<file path="src/rtl/parity_stream_acc.sv">
// Streaming XOR parity generator/checker folding every bit of every beat in a frame.
// Latency: result registered the cycle after the last beat is accepted.
// Backpressure: in_ready is low while a result is held; one bubble per frame.
module parity_stream_acc #(
  parameter int WIDTH      = 8,
  parameter int ODD_PARITY = 0,
  parameter int CNT_W      = 8
) (
  input  logic             clk,
  input  logic             rst,
  input  logic             in_valid,
  output logic             in_ready,
  input  logic [WIDTH-1:0] in_data,
  input  logic             in_last,
  input  logic             chk_en,
  input  logic             chk_bit,
  output logic             out_valid,
  input  logic             out_ready,
  output logic             out_parity,
  output logic             out_err,
  output logic [CNT_W-1:0] out_count,
  output logic             out_sat
);

  typedef enum logic {
    ACCUM = 1'b0,
    HOLD  = 1'b1
  } state_t;

  localparam logic             ODD     = (ODD_PARITY != 0);
  localparam logic [CNT_W-1:0] CNT_MAX = '1;

  state_t           state;
  logic             acc;
  logic [CNT_W-1:0] cnt;
  logic             sat;

  logic             acc_nxt;
  logic             cnt_at_max;
  logic [CNT_W-1:0] cnt_nxt;
  logic             sat_nxt;
  logic             par_fin;

  // in_ready is a pure state decode so out_ready never reaches the input side combinationally
  assign in_ready   = (state == ACCUM);

  assign acc_nxt    = acc ^ (^in_data);
  assign cnt_at_max = (cnt == CNT_MAX);
  assign cnt_nxt    = cnt_at_max ? CNT_MAX : cnt + 1'b1;
  assign sat_nxt    = sat | cnt_at_max;
  assign par_fin    = acc_nxt ^ ODD;

  always_ff @(posedge clk or posedge rst) begin
    if (rst) begin
      state      <= ACCUM;
      acc        <= 1'b0;
      cnt        <= '0;
      sat        <= 1'b0;
      out_valid  <= 1'b0;
      out_parity <= 1'b0;
      out_err    <= 1'b0;
      out_count  <= '0;
      out_sat    <= 1'b0;
    end else begin
      case (state)
        ACCUM: begin
          // in_data is only looked at on an accepted beat, so X on idle cycles cannot leak in
          if (in_valid) begin
            if (in_last) begin
              out_parity <= par_fin;
              out_count  <= cnt_nxt;
              out_sat    <= sat_nxt;
              out_err    <= chk_en & (par_fin ^ chk_bit);
              out_valid  <= 1'b1;
              acc        <= 1'b0;
              cnt        <= '0;
              sat        <= 1'b0;
              state      <= HOLD;
            end else begin
              acc <= acc_nxt;
              cnt <= cnt_nxt;
              sat <= sat_nxt;
            end
          end
        end
        HOLD: begin
          if (out_ready) begin
            out_valid <= 1'b0;
            state     <= ACCUM;
          end
        end
        default: state <= ACCUM;
      endcase
    end
  end

endmodule
</file>
<file path="config.mk">
export PLATFORM = sky130hd
export DESIGN_NAME = parity_stream_acc
export DESIGN_NICKNAME = d
export VERILOG_FILES = /design/src/rtl/parity_stream_acc.sv
export SDC_FILE = /design/constraint.sdc
export NUM_CORES = 1
export LEC_CHECK = 0
export ABC_AREA = 1
export CORE_ASPECT_RATIO = 1.1
export CORE_MARGIN = 5
export CORE_UTILIZATION = 53
export CTS_CLUSTER_DIAMETER = 100
export CTS_CLUSTER_SIZE = 10
export DETAILED_ROUTE_END_ITERATION = 8
export PLACE_DENSITY = 0.92
export SLEW_MARGIN = 15
export SYNTH_ARGS = -nofsm -noshare
export SYNTH_HDL_FRONTEND = slang
export SYNTH_SLANG_ARGS = --single-unit
</file>
<file path="constraint.sdc">
create_clock -name clk -period 4 [get_ports clk]
set_input_delay 0.8 -clock clk [delete_from_list [all_inputs] [get_ports clk]]
set_output_delay 0.8 -clock clk [all_outputs]
set_load 0.05 [all_outputs]
</file>
* Word level (Yosys, flattened, before mapping)
Index checks and enable logic that the tools add are counted.
W data, S select, Z words.
** Word-level totals
- Memory bits (writable) :: 0
- Latch bits :: 0
- Memories :: 0
- Bits of input ports :: 15
- ROM bits :: 0
- Register bits :: 23
- Output and inout bits :: 13
- Logic and storage cells :: 35
** Operators by class
- Add/sub/neg operators :: 1
- Mux-type cells :: 12
- $mul :: 0
- Order comparisons :: 0
- Bitwise operators :: 5
- Shift-type cells :: 0
- Div/mod/pow operators :: 0
- Equality and inequality tests :: 4
- Reduce and logical (&&, ||, !) cells :: 4
** Operators by type and width (count)
- $mux W8 :: 2
- $add A8 B1 Y8 const B :: 1
- $eq A8 B8 Y1 const B :: 1
- $mux W1 :: 8
- $reduce_xor A8 Y1 :: 1
- $reduce_and A3 Y1 :: 2
- $ne A2 B2 Y1 const B :: 2
- $pmux W1 S2 :: 2
- $ne A2 B1 Y1 const B :: 1
- $reduce_and A2 Y1 :: 1
- $xor A1 B1 Y1 :: 2
- $and A1 B1 Y1 :: 1
- $not A1 Y1 :: 1
- $or A1 B1 Y1 :: 1

* Longest topological paths before layout
- Depth after elaboration :: 4
- Depth in mapped cells :: 12
- Depth with buffers taken out :: 12

* Least setup slack after synthesis
Ideal clock, no wire load.
- Path type :: input port to flip-flop
- Start :: input in_valid
- End :: register out_count[6]
- Data arrival time :: 1.534 ns
- Buffers on the path :: 1
- Data required time :: 3.878 ns
- Setup time :: 0.122 ns
- Cell stages on the path :: 6
- Path slack :: 2.343 ns
- Cells stage by stage :: nand2_2 -> nor2_2 -> inv_2 -> buf_2 -> nand2_1 -> o21ai_1
** On the way
- Longest elaborated chain between the ends :: 1
** Ends and longest elaborated chain
- from (decl) :: RTL line 11 : input logic in_valid,
- $reduce_and A3 Y1 (no line)
- to (signal assigned) :: RTL line 71 : out_count <= cnt_nxt;
- to (decl) :: RTL line 21 : output logic [CNT_W-1:0] out_count,
Every way passes these cells.
A chain may end at the register's enable or synchronous reset.

* Worst setup path after layout
- Start :: register state
- End :: output in_ready
** On the way
- Longest elaborated chain between the ends :: 1
** Ends and longest elaborated chain
- from (decl) :: RTL line 33 : state_t state;
- from (signal assigned) :: RTL line 55 : state <= ACCUM;
- from (signal assigned) :: RTL line 78 : state <= HOLD;
- from (signal assigned) :: RTL line 89 : state <= ACCUM;
- $not A1 Y1 (no line)
- to (decl) :: RTL line 12 : output logic in_ready,
Every way passes these cells.

==> results.py <==
metrics = {
    "power_and_ir_drop": {
        "p_per_area_mw_per_mm2": 375.1,
        "total_leakage_power_nw": 0.8148,
        "swShare_pct": 37.00,
        "peakVddDrop_v": 0.0001945,
        "p_seq_share_pct": 47.9,
        "comb_power_share_pct": 33.7,
        "internal_power_w": 0.0003667,
        "clockPowerShare_pct": 18.4,
        "switchingPower_w": 0.0002153,
    },
    "sta": {
        "relSlewSlack_pct": 44.17,
        "drv_slew": 0,
        "fmax_ghz": 0.4187,
        "finalCriticalPeriod_ns": 2.389,
        "hold_viol": 0,
        "finalSetupViolations": 0,
        "worstMarginPinSlew_ns": 0.8366,
        "setup_ws_ns": 1.611,
        "rsz0062_at_grt": "false",
        "fin_skew_ns": 0.01227,
        "final.setup.tns_ns": 0,
        "final.period_utilization_pct": 59.71,
    },
    "worst_setup_path": {
        "reg2reg_slack_ns": 2.32,
        "start_kind": "register",
        "crit_fanout": 3,
        "path_cells": "inv_2 > clkdlybuf4s50_1",
        "worstPathArrival_ns": 1.59,
        "required_ns": 3.20,
        "critPathMaxStageDelay_ns": 0.80,
        "crit_type": "reg2out",
        "slowest_stage": "clkdlybuf4s50_1",
        "worstSetupEndpointType": "output port",
        "path_delay_family": "buffers and inverters",
        "cp_num_buf_inv": 2,
    },
    "run_status": {
        "status": "finished, final reports clean",
    },
    "yosys": {
        "syn_area_sq_mm": 0.001222,
        "syn_inst": 164,
        "ys_warn_count": 0,
        "seq_area_frac_synth_pct": 47.08,
        "async_flop_share_pct": 100.0,
        "avgSynthCellArea_sq_um": 7.454,
        "yosys_most_used_dff": "dfrtp_1",
        "synth-edff-count": 0,
        "syn_nets": 180,
        "ys_ff_latch": 23,
        "synth_cell_type_count": 24,
    },
    "die": {
        "start_util_pct": 54.83,
        "die_x_um": 55.79,
        "die-area_sq_mm": 0.003368,
        "coreArea_sq_mm": 0.002230,
        "fp-row-count": 18,
        "die_y_um": 60.37,
        "ios": 28,
    },
    "cells_and_area": {
        "drive_above_1_share_pct": 10.82,
        "area_growth_pct": 26.92,
        "layout.cells.non_filler": 224,
        "diodes": 0,
        "nNetsFinal": 211,
    },
    "place": {
        "gp_congestion": 0.8115,
        "portBuffers": 27,
        "dpl.hpwl_mm": 2.074,
        "place_inst": 220,
        "pre_cts_slack_ns": 1.763,
    },
    "flow_run": {
        "drv_cap": 0,
    },
    "routing": {
        "drt_pass1_iterations": 4,
        "drc": 0,
        "vias": 1137,
        "first_iter_violations": 44,
        "drt-total-wl_mm": 2.589,
        "wl_per_cell_um": 11.56,
        "postRouteAntennaNets": 0,
        "vias_per_cell": 5.076,
    },
    "clock_tree": {
        "holdBufCountCts": 0,
        "h-tree-depth": 1,
        "worstSkewPairLatency_ns": 0.31,
        "clock_tree.root_cell": "clkbuf_4",
        "cts_tree": "done",
        "post_cts_buffers": 0,
        "cts.path.max_buffers": 2,
        "cts.sinks": 23,
        "postCtsResizedCells": 0,
        "clk_pin_slew_ns": 0.12,
        "numCtsBuffers": 3,
    },
    "global_routing": {
        "antenna_found_initial": 0,
        "grt_usage_pct": 17.32,
        "grt_start_max_net_pins": 24,
        "globalRouteOverflowTotal": 0,
        "grt_pass1_vias": 1105,
        "grt_pass1_wl_mm": 4.643,
    },
    "worst_hold_path": {
        "hp-class": "reg2reg",
    },
}
layer usage:
layer  up-vias  global-route usage (%)  share of wire, %
li1        572                       -                 -
met1       534                   18.94                40
met2        29                   33.61                53
met3         2                   4.043               5.8
met4         0                   5.556               1.0
met5         -                       0                 0
power groups by stage:
stage	combinational [W]	sequential, W	clock, W
final	0.000196	0.000279	0.000107
after global routing	0.000214	0.000281	0.000117
after CTS	0.000198	0.000278	0.000106
after detailed placement	0.000198	0.000282	0
after global placement	0.000193	0.000281	0
after floorplan	0.0000707	0.000338	0
registers in the layout (all words and copies together) (netlist names):
signal and cells:
acc 1, sat 1, out_parity 1, out_valid 1, out_count 8, state 1, out_sat 1, cnt 8
out_err 1
kinds of logic (layout without fill, tap and decap cells):
kind of cell | after synthesis | in the layout | synth area share [%]
AND/OR/NAND/NOR | 100 | 100 | 36.75
buffers and inverters | 24 | 54 | 7.471
flip-flops | 23 | 23 | 47.08
AO/OA/AOI/OAI | 15 | 15 | 6.961
adder cells (fa/ha/maj) | 1 | 1 | 1.023
XOR/XNOR | 1 | 1 | 0.7166
worst paths after layout:
kind / startpoint / to / depth (start not counted)
min in group asynchronous: rst / cnt[6] / 2
setup / recovery: state / in_ready / 2
hold / removal: out_valid / out_valid / 2
setup reg to reg: cnt[0] / cnt[5] / 11
max in group asynchronous: rst / out_count[2] / 2
hold reg to reg: out_valid / out_valid / 2
area by class of cell:
class / count / area (sq um)
multi-input combinational: 117 / 555.5
clock buffer: 4 / 26.28
fill: 163 / 678.2
sequential: 23 / 575.6
timing repair buffer: 27 / 270.3
inverter: 23 / 86.33
tap: 30 / 37.54
worst register-to-register path: stages (launching register included):
cell	delay (ns)
dfrtp_1	0.47
ha_1	0.20
nand2_1	0.07
inv_2	0.08
nand2_2	0.07
nor3_4	0.18
nand2_2	0.09
nor2_4	0.11
inv_2	0.10
o21ai_2	0.09
nand2_1	0.07
o21ai_1	0.08
cells in the final DEF (no fill, tap or decap):
cell type        count
clkdlybuf4s50_1     27
nor2_1               6
nand2_1             70
or2_1                1
o22ai_1              1
clkbuf_1             1
nor4_1               1
xor2_1               1
dfrtp_1             23
nand4_1              2
nor3_1               1
inv_2                6
nand2_2              3
clkinv_1             1
ha_1                 1
inv_1               16
clkbuf_4             3
o21ai_1             10
nor3_4               1
nor2_4               1
a31oi_1              1
nand3_1              9
o21ai_2              2
o21ai_0              1
nor2_2               2
nand3_2              3
cell usage after synthesis (2+ instances only):
library cell / count / area (sq um)
dfrtp_1: 23 / 575.6
o21ai_1: 10 / 50.05
nand3_1: 9 / 45.04
nand3_2: 3 / 30.03
inv_1: 16 / 60.06
nor2_1: 6 / 22.52
nand2_2: 3 / 18.77
nor2_2: 2 / 12.51
nand4_1: 2 / 12.51
inv_2: 6 / 22.52
nand2_1: 70 / 262.8
o21ai_2: 2 / 17.52
stage by stage:
step	hold slack [ns]	util (%)	cell area, sq um	power (W)
after floorplan	0.4721	-	1222	0.0004091
after global placement	0.4652	68.41	1525	0.0004738
after detailed placement	0.4643	68.41	1525	0.0004801
after CTS	0.4949	69.58	1551	0.0005821
after global routing	0.5342	69.58	1551	0.0006123
final	0.4898	69.58	1551	0.0005820
Power figures use the tool's default switching activity.
